$ cat src/rtl/router_pkg.sv
// ----------------------------------------------------------------------------
// router_pkg : shared direction encodings and packet field positions.
// Rev 1.0
// ----------------------------------------------------------------------------
`default_nettype none

package router_pkg;

  localparam int COORD_W = 4;

  localparam int DST_X_MSB = 7;
  localparam int DST_X_LSB = 4;
  localparam int DST_Y_MSB = 3;
  localparam int DST_Y_LSB = 0;

  typedef logic [4:0]         dir_t;
  typedef logic [COORD_W-1:0] coord_t;

  localparam dir_t DIR_L = 5'b00001;
  localparam dir_t DIR_N = 5'b00010;
  localparam dir_t DIR_E = 5'b00100;
  localparam dir_t DIR_S = 5'b01000;
  localparam dir_t DIR_W = 5'b10000;

endpackage

`default_nettype wire

$ cat src/rtl/xy_route_calc.sv
// ----------------------------------------------------------------------------
// xy_route_calc : combinational XY dimension-ordered route, one-hot output.
// Rev 1.0
// ----------------------------------------------------------------------------
`default_nettype none

module xy_route_calc
  import router_pkg::*;
#(
  parameter int CUR_X = 0,
  parameter int CUR_Y = 0
) (
  input  logic [COORD_W-1:0] dst_x,
  input  logic [COORD_W-1:0] dst_y,
  output logic [4:0]         dir
);

  localparam coord_t CX = coord_t'(CUR_X);
  localparam coord_t CY = coord_t'(CUR_Y);

  // X is resolved fully before Y, which keeps the mesh deadlock-free.
  always_comb begin
    dir = DIR_L;
    if (dst_x > CX)      dir = DIR_E;
    else if (dst_x < CX) dir = DIR_W;
    else if (dst_y > CY) dir = DIR_N;
    else if (dst_y < CY) dir = DIR_S;
    else                 dir = DIR_L;
  end

endmodule

`default_nettype wire

$ cat src/rtl/input_port_router.sv
// ----------------------------------------------------------------------------
// input_port_router : packet FIFO with write-side XY route and one-hot request.
// Optional macro ROUTE_ERR_CHK_EN drops out-of-mesh packets.  Rev 1.0
// ----------------------------------------------------------------------------
`default_nettype none

module input_port_router
  import router_pkg::*;
#(
  parameter int DATA_W = 64,
  parameter int DEPTH  = 4,
  parameter int CUR_X  = 0,
  parameter int CUR_Y  = 0,
  parameter int MESH_X = 4,
  parameter int MESH_Y = 4
) (
  input  logic                       clk,
  input  logic                       rst,
  input  logic                       in_valid,
  output logic                       in_ready,
  input  logic [DATA_W-1:0]          in_pkt,
  output logic [4:0]                 req,
  input  logic                       gnt,
  output logic                       out_valid,
  output logic [DATA_W-1:0]          out_pkt,
  output logic [4:0]                 out_dir,
  output logic [$clog2(DEPTH):0]     count
`ifdef ROUTE_ERR_CHK_EN
  ,
  output logic                       err_drop,
  output logic [7:0]                 err_cnt
`endif
);

  localparam int PTR_W = $clog2(DEPTH);
  localparam int CNT_W = PTR_W + 1;
  localparam logic [CNT_W-1:0] FULL = CNT_W'(DEPTH);

  logic [DATA_W-1:0] data_mem  [DEPTH];
  dir_t              route_mem [DEPTH];

  logic [PTR_W-1:0] wr_ptr;
  logic [PTR_W-1:0] rd_ptr;

  coord_t in_dst_x;
  coord_t in_dst_y;
  dir_t   in_route;

  logic push;
  logic wr_en;
  logic pop;

  assign in_dst_x = in_pkt[DST_X_MSB:DST_X_LSB];
  assign in_dst_y = in_pkt[DST_Y_MSB:DST_Y_LSB];

  xy_route_calc #(
    .CUR_X (CUR_X),
    .CUR_Y (CUR_Y)
  ) u_route (
    .dst_x (in_dst_x),
    .dst_y (in_dst_y),
    .dir   (in_route)
  );

  assign in_ready = (count != FULL);
  assign push     = in_valid && in_ready && !rst;
  assign pop      = gnt && (count != '0) && !rst;

`ifdef ROUTE_ERR_CHK_EN
  logic bad_dst;

  // Out-of-mesh packets are consumed from the link but never stored.
  assign bad_dst  = (int'(in_dst_x) >= MESH_X) || (int'(in_dst_y) >= MESH_Y);
  assign wr_en    = push && !bad_dst;
  assign err_drop = push && bad_dst;

  always_ff @(posedge clk) begin
    if (rst) begin
      err_cnt <= '0;
    end else if (err_drop && (err_cnt != 8'hFF)) begin
      err_cnt <= err_cnt + 8'd1;
    end
  end
`else
  logic unused_mesh;

  assign unused_mesh = (MESH_X > 0) && (MESH_Y > 0);
  assign wr_en       = push;
`endif

  // Storage is deliberately left out of reset; only the pointers define validity.
  always_ff @(posedge clk) begin
    if (wr_en) begin
      data_mem[wr_ptr]  <= in_pkt;
      route_mem[wr_ptr] <= in_route;
    end
  end

  always_ff @(posedge clk) begin
    if (rst) begin
      wr_ptr <= '0;
      rd_ptr <= '0;
      count  <= '0;
    end else begin
      if (wr_en) wr_ptr <= wr_ptr + PTR_W'(1);
      if (pop)   rd_ptr <= rd_ptr + PTR_W'(1);
      case ({wr_en, pop})
        2'b10:   count <= count + CNT_W'(1);
        2'b01:   count <= count - CNT_W'(1);
        default: count <= count;
      endcase
    end
  end

  assign req       = (count != '0) ? route_mem[rd_ptr] : 5'b00000;
  assign out_valid = pop;
  assign out_pkt   = data_mem[rd_ptr];
  assign out_dir   = route_mem[rd_ptr];

endmodule

`default_nettype wire

$ cat config.mk
export PLATFORM = sky130hd
export DESIGN_NAME = input_port_router
export DESIGN_NICKNAME = d
export VERILOG_FILES = /design/src/rtl/router_pkg.sv /design/src/rtl/xy_route_calc.sv /design/src/rtl/input_port_router.sv
export SDC_FILE = /design/constraint.sdc
export NUM_CORES = 1
export LEC_CHECK = 0
export CAP_MARGIN = 20
export CELL_PAD_IN_SITES_DETAIL_PLACEMENT = 1
export CELL_PAD_IN_SITES_GLOBAL_PLACEMENT = 2
export CORE_MARGIN = 2
export CORE_UTILIZATION = 43
export CTS_CLUSTER_SIZE = 20
export DETAILED_ROUTE_END_ITERATION = 7
export GPL_TIMING_DRIVEN = 0
export HOLD_SLACK_MARGIN = 0.12
export PLACE_DENSITY = 0.87
export REMOVE_ABC_BUFFERS = 1
export SYNTH_ARGS = -nofsm -noshare
export SYNTH_HDL_FRONTEND = slang
export SYNTH_SLANG_ARGS = --single-unit
$ cat constraint.sdc
create_clock -name clk -period 4.6 [get_ports clk]
set_input_delay 0.69 -clock clk [delete_from_list [all_inputs] [get_ports clk]]
set_output_delay 0.69 -clock clk [all_outputs]
set_load 0.03 [all_outputs]
Yosys cells after proc, flatten, opt, wreduce, memory -nomap -nowiden
Memories as Yosys holds them, arrays and structs flattened. A register that Yosys moved wholly into a read port is not among the register bits.
Cells that the tools add are included.
W data, S select, Z words.

cells by class
  $lt $le $gt $ge = 4
  reduce and logical (&&, ||, !) cells = 7
  add/subtract/negate cells = 4
  equal/unequal tests = 3
  mux-type cells = 12
  bitwise gates (word level) = 0
  shifts and indexed selects = 0
  divide/modulo/power cells = 0
  multipliers = 0

operator list
  cell                   count
  $mux W5                4
  $gt A4 B1 Y1 const B   2
  $lt A4 B1 Y1 const B   2
  $mux W2                4
  $pmux W3 S2            1
  $add A2 B1 Y2 const B  2
  $logic_and A1 B1 Y1    4
  $mux W4                1
  $add A3 B1 Y3 const B  1
  $ne A3 B3 Y1 const B   1
  $reduce_bool A3 Y1     1
  $sub A3 B1 Y3 const B  1
  $eq A2 B1 Y1 const B   1
  $eq A2 B2 Y1 const B   1
  $mux W1                2
  $reduce_bool A2 Y1     1
  $logic_not A1 Y1       1

storage, ports and cells
  RAM bits = 276
  flip-flop bits (word level) = 7
  input bits = 68
  bits in latches = 0
  memory bits (read-only) = 0
  memories = 2
  word-level logic and storage cells = 35
  output and inout bits = 79

memories
  memory     depth  bits a word  rd ports  clocked after Yosys merged registers in  wr ports  RTL line                 RTL
  data_mem   4      64           1         1                                        1         input_port_router.sv:39  logic [DATA_W-1:0] data_mem [DEPTH];
  route_mem  4      5            1         1                                        1         input_port_router.sv:40  dir_t route_mem [DEPTH];

Longest topological paths before layout
Gate-level depths: netlist of run 1.

  depth in word-level cells = 5
  depth in mapped cells = 9
  depth with buffers taken out = 9

Hierarchy
From an unflattened synthesis of run 1, not the netlist that was laid out.

second synthesis, totals
  cells, all modules = 428
  area, all modules = 10,611.4 um^2

by module, submodules not included
  module             area each (um^2)  seq. area each (um^2)  times used  cells an instance
  input_port_router  10,550.1          8,468.1                1           421
  xy_route_calc      61.3              0.0                    1           7

Least setup slack after synthesis of run 1
No wires, ideal clock.

  path kind = input port to flip-flop
  start point = input rst
  end point = memory data_mem[0][0] (enable)
  stages on the path = 3
  required time = 4.168 ns
  buffers on the path = 1
  setup time = 0.432 ns
  data arrival time = 2.824 ns
  slack = 1.343 ns
  cells stage by stage = clkbuf_1 nor3_1 and2_1

on the way
  cells in the longest elaborated chain, start to end = 4

RTL lines
  what                           RTL line                 RTL
  start, declared                input_port_router.sv:18  input logic rst,
  $logic_not A1 Y1               input_port_router.sv:66  assign push = in_valid && in_ready && !rst;
  $logic_and A1 B1 Y1            input_port_router.sv:66
  $mux W1                        input_port_router.sv:93  if (wr_en) begin
  $mux W1 (not written as such)  input_port_router.sv:94  data_mem[wr_ptr] <= in_pkt;
  end, declared                  input_port_router.sv:39

No other way between the ends.

==> results of run 1 <==
==> metal layers <==
layer	vias to the layer above	track usage [%]	part of all wire, %
li1	2088	-	-
met1	2480	20.01	40
met2	147	28.48	52
met3	36	4.232	6.3
met4	0	4.545	2.1
met5	-	0	0
==> power groups by stage <==
stage / Combinational, W / Sequential, W / Clock (W)
2_1_floorplan: 0.000405 / 0.00296 / 0
3_5_place_dp: 0.000754 / 0.00295 / 0
4_1_cts: 0.000758 / 0.00289 / 0.00212
6_report: 0.000745 / 0.00289 / 0.00206
5_1_grt: 0.000786 / 0.00290 / 0.00221
3_3_place_gp: 0.000711 / 0.00298 / 0
==> through the flow <==
stage                     hold WS, ps  setup TNS [ps]  util (%)  total power, W  std cells
after floorplan                 451.6          -232.0         -        0.003362        400
after global placement          467.2         -189480     50.75        0.003688        861
after detailed placement        503.0               0     51.43        0.003700        867
after CTS                       511.6               0     54.98        0.005768        920
after global routing            562.4               0     54.98        0.005893        920
final                           504.3               0     54.98        0.005692        920
==> cells by family (layout without fill, tap and decap cells) <==
logic type               count (synthesis)  count (layout)  share of synthesized area, %
AO/OA/AOI/OAI                           10              10                        0.5101
XOR/XNOR                                 3               3                        0.2551
adder cells (fa/ha/maj)                  6               6                        0.8017
buffers and inverters                   28             209                         2.429
flip-flops                             277             277                         79.87
multiplexers                            67              67                         14.79
other                                    1               4                       0.03640
AND/OR/NAND/NOR                         25              25                         1.300
==> worst max-delay path by stage <==
stage	start	endpoint	slack, ps	cells past startpoint
after floorplan	flip-flop	req[0]	-80	2
after global placement	flip-flop	out_pkt[58]	-1610	2
after detailed placement	flip-flop	req[0]	1340	4
after CTS	flip-flop	req[0]	750	4
after global routing	flip-flop	req[0]	660	4
final	flip-flop	req[1]	880	4
==> worst reg2reg max path, stage by stage (launching register included) <==
cell	delay, ps
dfxtp_1	430
nor3b_1	460
nor3_1	190
inv_1	90
ha_1	180
inv_1	70
fa_1	380
xor2_1	170
or3_1	320
a21oi_1	140
==> flip-flops by register name (all words and copies together) (netlist names), named ones only <==
| name | flops |
|---|---|
| count | 3 |
| rd_ptr | 2 |
| data_mem | 256 |
| route_mem | 12 |
| wr_ptr | 2 |
==> synth_stat cells (all sizes together), types with 3 or more instances <==
library cell,instances,area [µm²]
a21oi,5,25.02
and2,4,25.02
buf,19,216.5
dfxtp,9,180.2
edfxtp,268,8048
ha,5,62.56
inv,8,30.03
mux4,67,1524
nor2,7,26.28
nor2b,4,25.02
o21ai,4,20.02
xor2,3,26.28
==> final cells by class <==
type	instances	area (µm²)	area share, %
sequential	277	8235	63.82
inverter	8	30.03	0.2327
clock buffer	37	755.7	5.856
multi-input combinational	115	1844	14.29
tap	319	399.1	3.093
clock inverter	16	76.32	0.5914
timing repair buffer	148	1564	12.12
==> results.yml, run 1 <==
layout:
  fill_cells: 2018
  antenna_cells: 0
  layout_commonest_cell: "edfxtp_1"
  drive_gt1_share_pct: 18.30
  fin_area_um2: 12900
  area_growth_pct: 25.28
  final_cell_mix: "268 x edfxtp_1, 142 x clkdlybuf4s50_1, 63 x mux4_2, 29 x clkbuf_16, 10 x clkinv_1"
  nNetsFinal: 653
power:
  switchingPower_w: 0.001345
  p_clk_share_pct: 36.1
  seq_power_share_pct: 50.8
  vdd_drop_max_mv: 0.3537
  p_leak_nw: 4.023
  p_int_w: 0.004347
  swShare_pct: 23.63
  powerDensity_nw_per_um2: 441.1
  comb_power_share_pct: 13.1
critical_path:
  rrSetupSlack_ps: 2110
  crit_arrival_ps: 3030
  r2r-end: "count[2]"
  crit_required_ps: 3910
  critPathSlowestCell: "dfxtp_4"
  ff2ff_path_depth: 9
  worstPathMaxFanout: 35
  path_cells: "buf_16 > mux4_2 > nor2b_1 > clkdlybuf4s50_1"
  slowest_delay_ps: 810
  cp_top_family: "buffers and inverters"
  path_buf_inv: 2
  worstSetupPathType: "reg2out"
  timing.critical_path.to_type: "output pin"
  start_kind: "flip-flop"
  r2r_start: "count[2]"
synthesis:
  ys.flop_type: "edfxtp_1"
  async_flop_share_pct: 0
  synth_edf_count: 268
  ys_ff_latch: 277
  yosys_warnings: 0
  syn_area_um2: 10300
  avgSynthCellArea_um2: 24.70
  netlist_instances: 417
  yosysSeqAreaShare_pct: 79.87
  ys_types: 27
floorplan:
  start_util_pct: 43.89
  die_h_um: 158.8
  pin_count: 147
  rows: 56
  core_area_um2: 23470
  die-area_um2: 25210
  dieWidth_um: 158.8
worst_hold_path:
  hold_class: "reg2reg"
  worst_hold_path.num_cells: 2
  hp-start: "rd_ptr[1]"
timing:
  finalSetupViolations: 0
  finalClockSkew_ps: 7.720
  finalCritPeriodShare_pct: 80.92
  slew_headroom_pct: 51.43
  setup_slack_ps: 877.6
  period_minus_slack_ps: 3722
  max_freq_mhz: 268.6
  slew_violations: 0
  worst-slew-pin-transition_ps: 728.6
  final_hold_viol_count: 0
  rsz0062_at_grt: "false"
placed_design:
  dpl_cell_area_um2: 12070
  place.gp.congestion: 0.7079
  portBuffers: 142
  dp_hpwl_um: 12670
  post-place-ws_ps: 1336
grt:
  grt_max_degree: 39
  antenna_found_initial: 0
  grt_pass1_vias: 5391
  gr-total-overflow: 0
  track_usage_pct: 16.25
  grt_pass1_wl_um: 31660
routing:
  drc: 0
  first_pass_iters: 4
  vias_per_cell: 5.164
  wirelength_um: 20320
  ant_nets: 0
  route.vias.total: 4751
  drt_iter0_drc: 183
  wl_per_cell_um: 22.09
clock_network:
  cts_tree: "done"
  clock_path_buffers: 3
  cts_hold_buf: 0
  path_clk_slew_ps: 60
  clock-sinks: 277
  clk-insertion-delay-late_ps: 540
  h-tree-depth: 1
  cts_resized: 0
  cts_root_buf: "clkbuf_16"
  cts_buffers: 29
  postCtsSetupBuffers: 0
job:
  maxCapViolations: 0
outcome:
  status: "finished, final reports clean"
Power figures use the tool's default switching activity.
==> run 2: changes to the inputs <==
- CORE_UTILIZATION: 43 -> 42
- PLACE_DENSITY: 0.87 -> 0.86
- clock period: 4.6 -> 3.8 ns (I/O delays scaled with it)
==> run 2 against run 1 <==
Clock-buffer cell count is 1 higher. Non-clock buffer count stayed put. Via count is 0.57% lower.
==> results.yml, run 2 (synthesis results as in run 1) <==
layout:
  fill_cells: 2097
  fin_area_um2: 12910
  largest_reg_flops: 256
  drive_gt1_share_pct: 18.80
  finalNonFillerCells: 925
  nNetsFinal: 653
  largest-register: "data_mem"
  antenna_cells: 0
  layout_commonest_cell: "edfxtp_1"
  reg.largest.list: "data_mem x256, route_mem x12, count x3"
  final_cell_mix: "268 x edfxtp_1, 142 x clkdlybuf4s50_1, 63 x mux4_2, 29 x clkbuf_16, 9 x clkbuf_1"
  area_growth_pct: 25.30
timing:
  slew_violations: 0
  finalClockSkew_ps: 12.13
  final_hold_viol_count: 0
  finalCritPeriodShare_pct: 93.79
  period_minus_slack_ps: 3564
  slew_headroom_pct: 52.87
  max_freq_mhz: 280.6
  finalSetupViolations: 0
  rsz0062_at_grt: "false"
  worst-slew-pin-transition_ps: 706.9
  hold_ws_ps: 520.9
outcome:
  status: "finished, final reports clean"
worst_hold_path:
  hold_class: "reg2reg"
routing:
  wl_per_cell_um: 21.45
  wl_met1_um: 7963
  wirelength_um: 19840
  drc: 0
  vias_per_cell: 5.107
  ant_nets: 0
  route.vias.total: 4724
  wl_met2_um: 10390
  first_pass_iters: 4
  top_layer: "met4"
  wl_met3_um: 1082
  drt_iter0_drc: 263
placed_design:
  dpl_cell_area_um2: 12070
  portBuffers: 142
  dp_hpwl_um: 12350
  place.gp.congestion: 0.7043
  placed_cells: 872
clock_network:
  cts_resized: 0
  cts_buffers: 29
  h-tree-depth: 1
  clk-insertion-delay-late_ps: 530
  postCtsSetupBuffers: 0
  clock-sinks: 277
  path_clk_slew_ps: 60
  cts_tree: "done"
  clock_path_buffers: 3
  cts_root_buf: "clkbuf_16"
  cts_hold_buf: 0
floorplan:
  core_area_um2: 24180
  pin_count: 147
  die_h_um: 160.6
  dieWidth_um: 160.6
  start_util_pct: 42.61
  rows: 57
  die-area_um2: 25800
critical_path:
  crit_arrival_ps: 2990
  worstPathMaxFanout: 36
  timing.critical_path.to_type: "output pin"
  worstSetupPathType: "reg2out"
  start_kind: "flip-flop"
  crit_required_ps: 3230
grt:
  grt_pass1_wl_um: 30910
  antenna_found_initial: 0
  gr-total-overflow: 0
  track_usage_pct: 15.54
  grt_pass1_vias: 5271
  grt_max_degree: 40
job:
  maxCapViolations: 0
power:
  powerDensity_nw_per_um2: 533.6
  vdd_drop_max_mv: 0.4516
  p_leak_nw: 4.026
  finalPower_w: 0.006888
-- run 2: changes by cell type in the layout (fill, tap and decap cells not counted), sizes merged --
cell	before	now
clkbuf	37	38
clkinv	13	12
-- run 2: layer usage --
layer	vias to the layer above	global-route usage (%)
li1	2080	-
met1	2467	19.22
met3	33	3.461
met5	-	0
met2	144	27.88
met4	0	3.890
-- run 2: path summary, 6_finish.rpt --
kind / startpoint / end / slack, ps / depth (start not counted)
max: flip-flop / req[1] / 240 / 4
min: rd_ptr[1] / flip-flop / 520 / 2
max reg2reg: count[2] / count[2] / 1340 / 9
min reg2reg: rd_ptr[1] / flip-flop / 520 / 2
-- run 2: cell type report --
| cell class | count | area (µm²) | area share, % |
|---|---|---|---|
| multi-input combinational | 115 | 1844 | 14.29 |
| timing repair buffer | 148 | 1556 | 12.06 |
| clock buffer | 38 | 759.5 | 5.884 |
| inverter | 8 | 30.03 | 0.2326 |
| tap | 324 | 405.4 | 3.141 |
| clock inverter | 15 | 76.32 | 0.5913 |
| sequential | 277 | 8235 | 63.80 |
-- run 2: power by group --
| group | total [W] | switching [W] | internal [W] | leakage, nW |
|---|---|---|---|---|
| clock network | 0.00249 | 0.00109 | 0.00140 | 0.406 |
| logic | 0.000900 | 0.000466 | 0.000434 | 1.11 |
| registers | 0.00350 | 0.0000622 | 0.00343 | 2.51 |
-- run 2: stage by stage --
step           TNS, ps  util (%)  worst slack (ps)
2_1_floorplan   -25000         -            -757.3
3_3_place_gp   -420900     49.30             -2322
3_5_place_dp         0     49.93             675.5
4_1_cts              0     53.39             115.9
5_1_grt              0     53.39             32.26
6_report             0     53.39             236.0
-- run 2: worst max-delay path, stage by stage (launching register included) --
cell and delay (ps):
dfxtp_4 790, buf_16 340, mux4_2 560, nor2b_1 150
clkdlybuf4s50_1 620
